File: src/rtl/mac_pkt_fifo.sv
// mac_pkt_fifo: store-and-forward packet buffer between a MAC receive stream and a
// valid/ready transmit port. A packet becomes visible on tx only after its eop word
// has been written. Overflowing or badly framed packets are dropped without
// touching packets that are already committed.
//
// Ports:
//   clk, reset                   clock, synchronous active-high reset
//   rx_data/valid/sop/eop/bv     receive stream (no backpressure)
//   tx_data/valid/sop/eop/bv     transmit word, held while tx_valid & !tx_ready
//   tx_ready                     downstream accept
//   pkt_count                    committed packets not yet fully read
//   drop                         one-cycle pulse per dropped packet or fragment
//   stat_pkts_in/stat_pkts_drop  saturating 16-bit counters, present only when
//                                MAC_PKT_FIFO_STATS_EN is defined
module mac_pkt_fifo #(
  parameter int unsigned DATA_W = 32,
  parameter int unsigned DEPTH  = 64,
  parameter int unsigned BV_W   = $clog2(DATA_W / 8)
) (
  input  logic                      clk,
  input  logic                      reset,
  input  logic [DATA_W-1:0]         rx_data,
  input  logic                      rx_valid,
  input  logic                      rx_sop,
  input  logic                      rx_eop,
  input  logic [BV_W-1:0]           rx_bv,
  output logic [DATA_W-1:0]         tx_data,
  output logic                      tx_valid,
  input  logic                      tx_ready,
  output logic                      tx_sop,
  output logic                      tx_eop,
  output logic [BV_W-1:0]           tx_bv,
  output logic [$clog2(DEPTH):0]    pkt_count,
  output logic                      drop
`ifdef MAC_PKT_FIFO_STATS_EN
  ,
  output logic [15:0]               stat_pkts_in,
  output logic [15:0]               stat_pkts_drop
`endif
);

  localparam int unsigned AW = $clog2(DEPTH);
  localparam int unsigned PW = AW + 1;
  localparam int unsigned EW = 2 + BV_W + DATA_W;

  typedef logic [PW-1:0] ptr_t;
  typedef enum logic [1:0] {StIdle, StWrite, StDiscard} wr_state_e;

  logic [EW-1:0] mem_q [DEPTH];

  wr_state_e   state_q, state_d;
  ptr_t        wr_ptr_q, wr_ptr_d, commit_ptr_q, commit_ptr_d, rd_ptr_q;
  ptr_t        wr_addr;
  logic        we, commit, drop_d, drop_q;
  logic        full, full_c, load, fire_eop;
  logic        tx_valid_q;
  logic [EW-1:0] tx_entry_q;
  logic [PW-1:0] pkt_count_q;

  // Uncommitted words count toward full; full_c only counts committed words and is
  // used when a restart on sop has already rewound the write pointer.
  assign full   = (wr_ptr_q - rd_ptr_q) == ptr_t'(DEPTH);
  assign full_c = (commit_ptr_q - rd_ptr_q) == ptr_t'(DEPTH);

  always_comb begin
    state_d      = state_q;
    wr_ptr_d     = wr_ptr_q;
    commit_ptr_d = commit_ptr_q;
    wr_addr      = wr_ptr_q;
    we           = 1'b0;
    commit       = 1'b0;
    drop_d       = 1'b0;
    if (rx_valid) begin
      unique case (state_q)
        StIdle, StDiscard: begin
          // wr_ptr equals commit_ptr in both of these states.
          if (rx_sop) begin
            if (full) begin
              drop_d  = 1'b1;
              state_d = rx_eop ? StIdle : StDiscard;
            end else begin
              we       = 1'b1;
              wr_ptr_d = wr_ptr_q + 1'b1;
              if (rx_eop) begin
                commit       = 1'b1;
                commit_ptr_d = wr_ptr_q + 1'b1;
                state_d      = StIdle;
              end else begin
                state_d = StWrite;
              end
            end
          end else if (state_q == StIdle) begin
            drop_d  = 1'b1;
            state_d = rx_eop ? StIdle : StDiscard;
          end else if (rx_eop) begin
            state_d = StIdle;
          end
        end
        StWrite: begin
          if (rx_sop) begin
            // Abandon the open packet and restart at the last commit point.
            drop_d   = 1'b1;
            wr_ptr_d = commit_ptr_q;
            wr_addr  = commit_ptr_q;
            if (full_c) begin
              state_d = rx_eop ? StIdle : StDiscard;
            end else begin
              we       = 1'b1;
              wr_ptr_d = commit_ptr_q + 1'b1;
              if (rx_eop) begin
                commit       = 1'b1;
                commit_ptr_d = commit_ptr_q + 1'b1;
                state_d      = StIdle;
              end
            end
          end else if (full) begin
            drop_d   = 1'b1;
            wr_ptr_d = commit_ptr_q;
            state_d  = rx_eop ? StIdle : StDiscard;
          end else begin
            we       = 1'b1;
            wr_ptr_d = wr_ptr_q + 1'b1;
            if (rx_eop) begin
              commit       = 1'b1;
              commit_ptr_d = wr_ptr_q + 1'b1;
              state_d      = StIdle;
            end
          end
        end
        default: state_d = StIdle;
      endcase
    end
  end

  assign load     = (!tx_valid_q || tx_ready) && (rd_ptr_q != commit_ptr_q);
  assign fire_eop = tx_valid_q && tx_ready && tx_entry_q[EW-2];

  always_ff @(posedge clk) begin
    if (we && !reset) begin
      mem_q[wr_addr[AW-1:0]] <= {rx_sop, rx_eop, rx_bv, rx_data};
    end
  end

  always_ff @(posedge clk) begin
    if (reset) begin
      state_q      <= StIdle;
      wr_ptr_q     <= '0;
      commit_ptr_q <= '0;
      rd_ptr_q     <= '0;
      drop_q       <= 1'b0;
      tx_valid_q   <= 1'b0;
      tx_entry_q   <= '0;
      pkt_count_q  <= '0;
    end else begin
      state_q      <= state_d;
      wr_ptr_q     <= wr_ptr_d;
      commit_ptr_q <= commit_ptr_d;
      drop_q       <= drop_d;
      if (load) begin
        tx_entry_q <= mem_q[rd_ptr_q[AW-1:0]];
        tx_valid_q <= 1'b1;
        rd_ptr_q   <= rd_ptr_q + 1'b1;
      end else if (tx_ready) begin
        tx_valid_q <= 1'b0;
      end
      unique case ({commit, fire_eop})
        2'b10:   pkt_count_q <= pkt_count_q + 1'b1;
        2'b01:   pkt_count_q <= pkt_count_q - 1'b1;
        default: pkt_count_q <= pkt_count_q;
      endcase
    end
  end

  assign tx_valid  = tx_valid_q;
  assign tx_sop    = tx_entry_q[EW-1];
  assign tx_eop    = tx_entry_q[EW-2];
  assign tx_bv     = tx_entry_q[DATA_W +: BV_W];
  assign tx_data   = tx_entry_q[DATA_W-1:0];
  assign pkt_count = pkt_count_q;
  assign drop      = drop_q;

`ifdef MAC_PKT_FIFO_STATS_EN
  logic [15:0] stat_in_q, stat_drop_q;

  always_ff @(posedge clk) begin
    if (reset) begin
      stat_in_q   <= '0;
      stat_drop_q <= '0;
    end else begin
      if (commit && stat_in_q != 16'hFFFF) stat_in_q <= stat_in_q + 1'b1;
      if (drop_d && stat_drop_q != 16'hFFFF) stat_drop_q <= stat_drop_q + 1'b1;
    end
  end

  assign stat_pkts_in   = stat_in_q;
  assign stat_pkts_drop = stat_drop_q;
`endif

endmodule
File: config.mk
export PLATFORM = sky130hd
export DESIGN_NAME = mac_pkt_fifo
export DESIGN_NICKNAME = d
export VERILOG_FILES = /design/src/rtl/mac_pkt_fifo.sv
export SDC_FILE = /design/constraint.sdc
export NUM_CORES = 2
export LEC_CHECK = 0
export CAP_MARGIN = 20
export CORE_MARGIN = 2
export CORE_UTILIZATION = 45
export CTS_CLUSTER_SIZE = 40
export DETAILED_ROUTE_END_ITERATION = 16
export PLACE_DENSITY = 0.71
export REMOVE_ABC_BUFFERS = 1
export SLEW_MARGIN = 30
export SYNTH_ARGS = -nofsm -noshare
export SYNTH_HDL_FRONTEND = slang
export SYNTH_SLANG_ARGS = --single-unit
File: constraint.sdc
create_clock -name clk -period 6.6 [get_ports clk]
set_input_delay 1.32 -clock clk [delete_from_list [all_inputs] [get_ports clk]]
set_output_delay 1.32 -clock clk [all_outputs]
set_load 0.02 [all_outputs]
==> flow_summary.json <==
{
  "cts-root-to-sink-buffers": 3,
  "crit_top_cell": "sky130_fd_sc_hd__ha_1",
  "synth-edff-count": 2304,
  "cts.repair.resized": 0,
  "top_level_ports": 85,
  "cp_num_buf_inv": 2,
  "die_width_um": 453,
  "run_status": "completed",
  "filler_cell_count": 15267,
  "wire_length_reported_by_the_detailed_router_um": 236000,
  "grt_antenna_before_repair": 16,
  "post_cts.repair.setup_buffers": 0,
  "die_y_um": 453,
  "yosysWarningCount": 0,
  "grt.overflow.total": 0,
  "setup_viol": 0,
  "rows": 164,
  "post-route-period-util": 0.826,
  "detailedRoute.firstIterationViolations": 6284,
  "setup_repair_after_global_routing_missed_its_margin": "no",
  "grt_max_degree": 143,
  "peakVddDrop_mv": 0.337,
  "sum_neg_setup_slack_ns": 0,
  "finalHoldViolations": 0,
  "cp_cell_sequence": "inv_1, ha_1, or3_1, a22oi_2, nand4_2, nor3_4, nor2_1, o21a_1, inv_1, ha_1, xor2_1, ha_1, a21oi_1, o21ai_0, a221oi_1, xor2_1, or3_1, a21oi_1",
  "detailroute.via_count": 45871,
  "cp_slowest_cell": "sky130_fd_sc_hd__dfxtp_1",
  "max_clock_freq_mhz": 183,
  "timing.critical_path.max_delay_family": "simple AND/OR/NAND/NOR gates",
  "design.core.area_mm2": 0.200,
  "synth_cell_type_count": 69,
  "start_util": 0.453,
  "cp_data_arrival_time_ns": 6.26,
  "drive_above_1_share": 0.263,
  "max-cap-violations": 0,
  "timing.slew.headroom": 0.283,
  "synth_top_area_cell": "sky130_fd_sc_hd__edfxtp_1",
  "final_net_count": 4430,
  "synthFlopType": "sky130_fd_sc_hd__edfxtp_1",
  "cts.htree.levels": 4,
  "wire_length_of_the_first_global_routing_pass_um": 335000,
  "worstHoldPathType": "reg -> reg",
  "viasPerCell": 6.35,
  "setup_skew_ns": 0.0392,
  "synthesis.area_mm2": 0.0906,
  "synth_top_cells_by_area": "sky130_fd_sc_hd__edfxtp_1, sky130_fd_sc_hd__mux4_2, sky130_fd_sc_hd__a22oi_1",
  "cp_max_fo": 16,
  "share_of_synthesized_registers_carrying_an_async_set_or_reset": 0,
  "synth_top_area_frac": 0.764,
  "post-route-min-period_ns": 5.45,
  "buffer_ports.inserted": 84,
  "design.die.area_mm2": 0.205,
  "leakagePower_uw": 0.0312,
  "holdBufCountCts": 0,
  "cp_slowest_stage_delay_ns": 0.84,
  "ant_nets": 0,
  "postPlaceCellArea_mm2": 0.0954,
  "setup.worst_path.end_class": "flip-flop",
  "slew_at_the_pin_closest_to_its_max_slew_limit_ns": 1.07,
  "clkLatencyLatePin_ns": 0.88,
  "post_synth.cell_area_avg_um2": 22.0,
  "path_clk_slew_ns": 0.07,
  "ffs_latches_synth": 2372,
  "drt_pre_antenna_iters": 8,
  "clkSinkCount": 2372,
  "p_per_area_mw_per_mm2": 354,
  "critPathRequiredTime_ns": 7.41,
  "routabilityCongestion": 0.840,
  "fin_area_mm2": 0.103,
  "final-max-slew-violation-count": 0,
  "synthToLayoutAreaGrowth_pct": 13.3,
  "cts_tree": "built",
  "worst-setup-path-type": "reg -> reg",
  "avgRoutedWirePerCell_um": 32.7,
  "timing.critical_path.from_type": "flip-flop",
  "dp_hpwl_um": 129000,
  "drc_errors": 0,
  "yosysSeqAreaShare": 0.779,
  "cts-buffers-inserted": 223,
  "track_usage": 0.230,
  "number_of_global_route_vias_before_repair": 45509,
  "clock-root-buffer": "sky130_fd_sc_hd__clkbuf_16",
  "synthCells": 4128
}
[worst reg2reg max path, cell delays in order (launching register included)]
cell and delay (ns):
sky130_fd_sc_hd__dfxtp_1 0.84, sky130_fd_sc_hd__inv_1 0.17, sky130_fd_sc_hd__ha_1 0.37, sky130_fd_sc_hd__or3_1 0.39
sky130_fd_sc_hd__a22oi_2 0.15, sky130_fd_sc_hd__nand4_2 0.19, sky130_fd_sc_hd__nor3_4 0.43, sky130_fd_sc_hd__nor2_1 0.20
sky130_fd_sc_hd__o21a_1 0.25, sky130_fd_sc_hd__inv_1 0.08, sky130_fd_sc_hd__ha_1 0.51, sky130_fd_sc_hd__xor2_1 0.14
sky130_fd_sc_hd__ha_1 0.21, sky130_fd_sc_hd__a21oi_1 0.23, sky130_fd_sc_hd__o21ai_0 0.15, sky130_fd_sc_hd__a221oi_1 0.45
sky130_fd_sc_hd__xor2_1 0.14, sky130_fd_sc_hd__or3_1 0.33, sky130_fd_sc_hd__a21oi_1 0.14
[area by class of cell]
type / instances / area [um2] / area share
Antenna cell: 5 / 12.5 / 0.000122
Clock buffer: 301 / 6130 / 0.0597
Clock inverter: 113 / 897 / 0.00874
Inverter: 15 / 56.3 / 0.000549
Multi-Input combinational cell: 1504 / 19400 / 0.189
Sequential cell: 2372 / 70600 / 0.687
Tap cell: 2656 / 3320 / 0.0324
Timing Repair Buffer: 256 / 2230 / 0.0217
[power breakdown]
group          total (uW)  switching (uW)  internal (uW)
Combinational        7110            3770           3340
Sequential          16900             205          16700
Clock               12300            5450           6880
Total               36300            9420          26900
[Yosys cell counts (9+ instances only)]
cell / n
sky130_fd_sc_hd__mux4_2: 588
sky130_fd_sc_hd__ha_1: 18
sky130_fd_sc_hd__nor2b_1: 9
sky130_fd_sc_hd__nor4_1: 33
sky130_fd_sc_hd__or3_1: 10
sky130_fd_sc_hd__edfxtp_1: 2304
sky130_fd_sc_hd__mux2i_1: 23
sky130_fd_sc_hd__o21ai_1: 34
sky130_fd_sc_hd__xor2_1: 15
sky130_fd_sc_hd__nand2_1: 97
sky130_fd_sc_hd__nor2_1: 46
sky130_fd_sc_hd__o21ai_0: 15
sky130_fd_sc_hd__nand3_1: 30
sky130_fd_sc_hd__buf_2: 65
sky130_fd_sc_hd__a21oi_1: 139
sky130_fd_sc_hd__nand2b_1: 17
sky130_fd_sc_hd__inv_1: 13
sky130_fd_sc_hd__a22oi_1: 249
sky130_fd_sc_hd__a32oi_1: 13
sky130_fd_sc_hd__dfxtp_1: 68
sky130_fd_sc_hd__buf_1: 21
sky130_fd_sc_hd__xnor2_1: 15
sky130_fd_sc_hd__clkbuf_1: 150
sky130_fd_sc_hd__nor3_1: 71
[cell usage in the layout (no fill, tap or decap), types with 7 or more instances in the layout]
cell,netlist,layout
sky130_fd_sc_hd__inv_1,13,13
sky130_fd_sc_hd__xnor2_1,15,15
sky130_fd_sc_hd__clkbuf_1,150,57
sky130_fd_sc_hd__nor2_1,46,41
sky130_fd_sc_hd__nor3_1,71,7
sky130_fd_sc_hd__edfxtp_1,2304,2304
sky130_fd_sc_hd__clkbuf_16,0,227
sky130_fd_sc_hd__o22ai_1,7,7
sky130_fd_sc_hd__clkbuf_8,0,17
sky130_fd_sc_hd__nor3_2,0,64
sky130_fd_sc_hd__nand3_1,30,30
sky130_fd_sc_hd__nor2b_1,9,9
sky130_fd_sc_hd__nand2_1,97,93
sky130_fd_sc_hd__a32oi_1,13,13
sky130_fd_sc_hd__o21ai_0,15,15
sky130_fd_sc_hd__a22oi_1,249,249
sky130_fd_sc_hd__dfxtp_1,68,66
sky130_fd_sc_hd__xor2_1,15,15
sky130_fd_sc_hd__buf_12,0,9
sky130_fd_sc_hd__nand2b_1,17,16
sky130_fd_sc_hd__clkinv_2,0,36
sky130_fd_sc_hd__and3_1,7,7
sky130_fd_sc_hd__mux4_2,588,588
sky130_fd_sc_hd__bufinv_16,0,10
sky130_fd_sc_hd__clkdlybuf4s50_1,0,48
sky130_fd_sc_hd__ha_1,18,18
sky130_fd_sc_hd__nor4_1,33,32
sky130_fd_sc_hd__buf_4,0,187
sky130_fd_sc_hd__or3_1,10,10
sky130_fd_sc_hd__clkinv_1,1,48
sky130_fd_sc_hd__a21oi_1,139,139
sky130_fd_sc_hd__o21ai_1,34,34
sky130_fd_sc_hd__mux2i_1,23,23
[cells by family after synthesis]
| group | share of synthesized area |
|---|---|
| flip-flops | 0.779 |
| multiplexers | 0.149 |
| AO/OA/AOI/OAI | 0.0377 |
| AND/OR/NAND/NOR | 0.0182 |
| buffers and inverters | 0.0114 |
| XOR/XNOR | 0.00290 |
| adder cells (fa/ha/maj) | 0.00249 |
[per-stage QoR]
stage	total power (uW)	util	hold WS, ns	cells	worst slack, ns
5_1_grt	37400	0.513	0.496	7221	0.678
2_1_floorplan	22300	-	0.458	3891	-22.19
3_5_place_dp	24300	0.478	0.450	6800	1.22
6_report	36300	0.513	0.452	7222	1.15
3_3_place_gp	24200	0.477	0.442	6797	1.34
4_1_cts	36500	0.513	0.459	7214	1.19
[path summary, 6_finish.rpt]
| kind | startpoint | endpoint | slack (ns) | depth (start not counted) |
|---|---|---|---|---|
| worst min register to register | tx_entry_q[9] | tx_entry_q[9] | 0.45 | 2 |
| worst min-delay path | tx_entry_q[9] | tx_entry_q[9] | 0.45 | 2 |
| worst max register to register | rd_ptr_q[4] | pkt_count[4] | 1.15 | 18 |
| worst max-delay path | rd_ptr_q[4] | pkt_count[4] | 1.15 | 18 |
[state kept, by name, indices dropped and copies added, names as in the netlist]
| register | cells |
|---|---|
| wr_ptr_q | 7 |
| state_q | 2 |
| tx_entry_q | 36 |
| pkt_count | 7 |
| tx_valid | 1 |
| commit_ptr_q | 7 |
| rd_ptr_q | 7 |
| mem_q | 2304 |
| drop | 1 |
[routing by layer]
metal | GRT usage | share of wire | routed length [um]
met2 | 0.369 | 0.49 | 115000
met1 | 0.313 | 0.37 | 88600
met4 | 0.0750 | 0.032 | 7630
met3 | 0.0532 | 0.11 | 24900
met5 | 0 | 0.00011 | 27
Power figures use the tool's default switching activity.
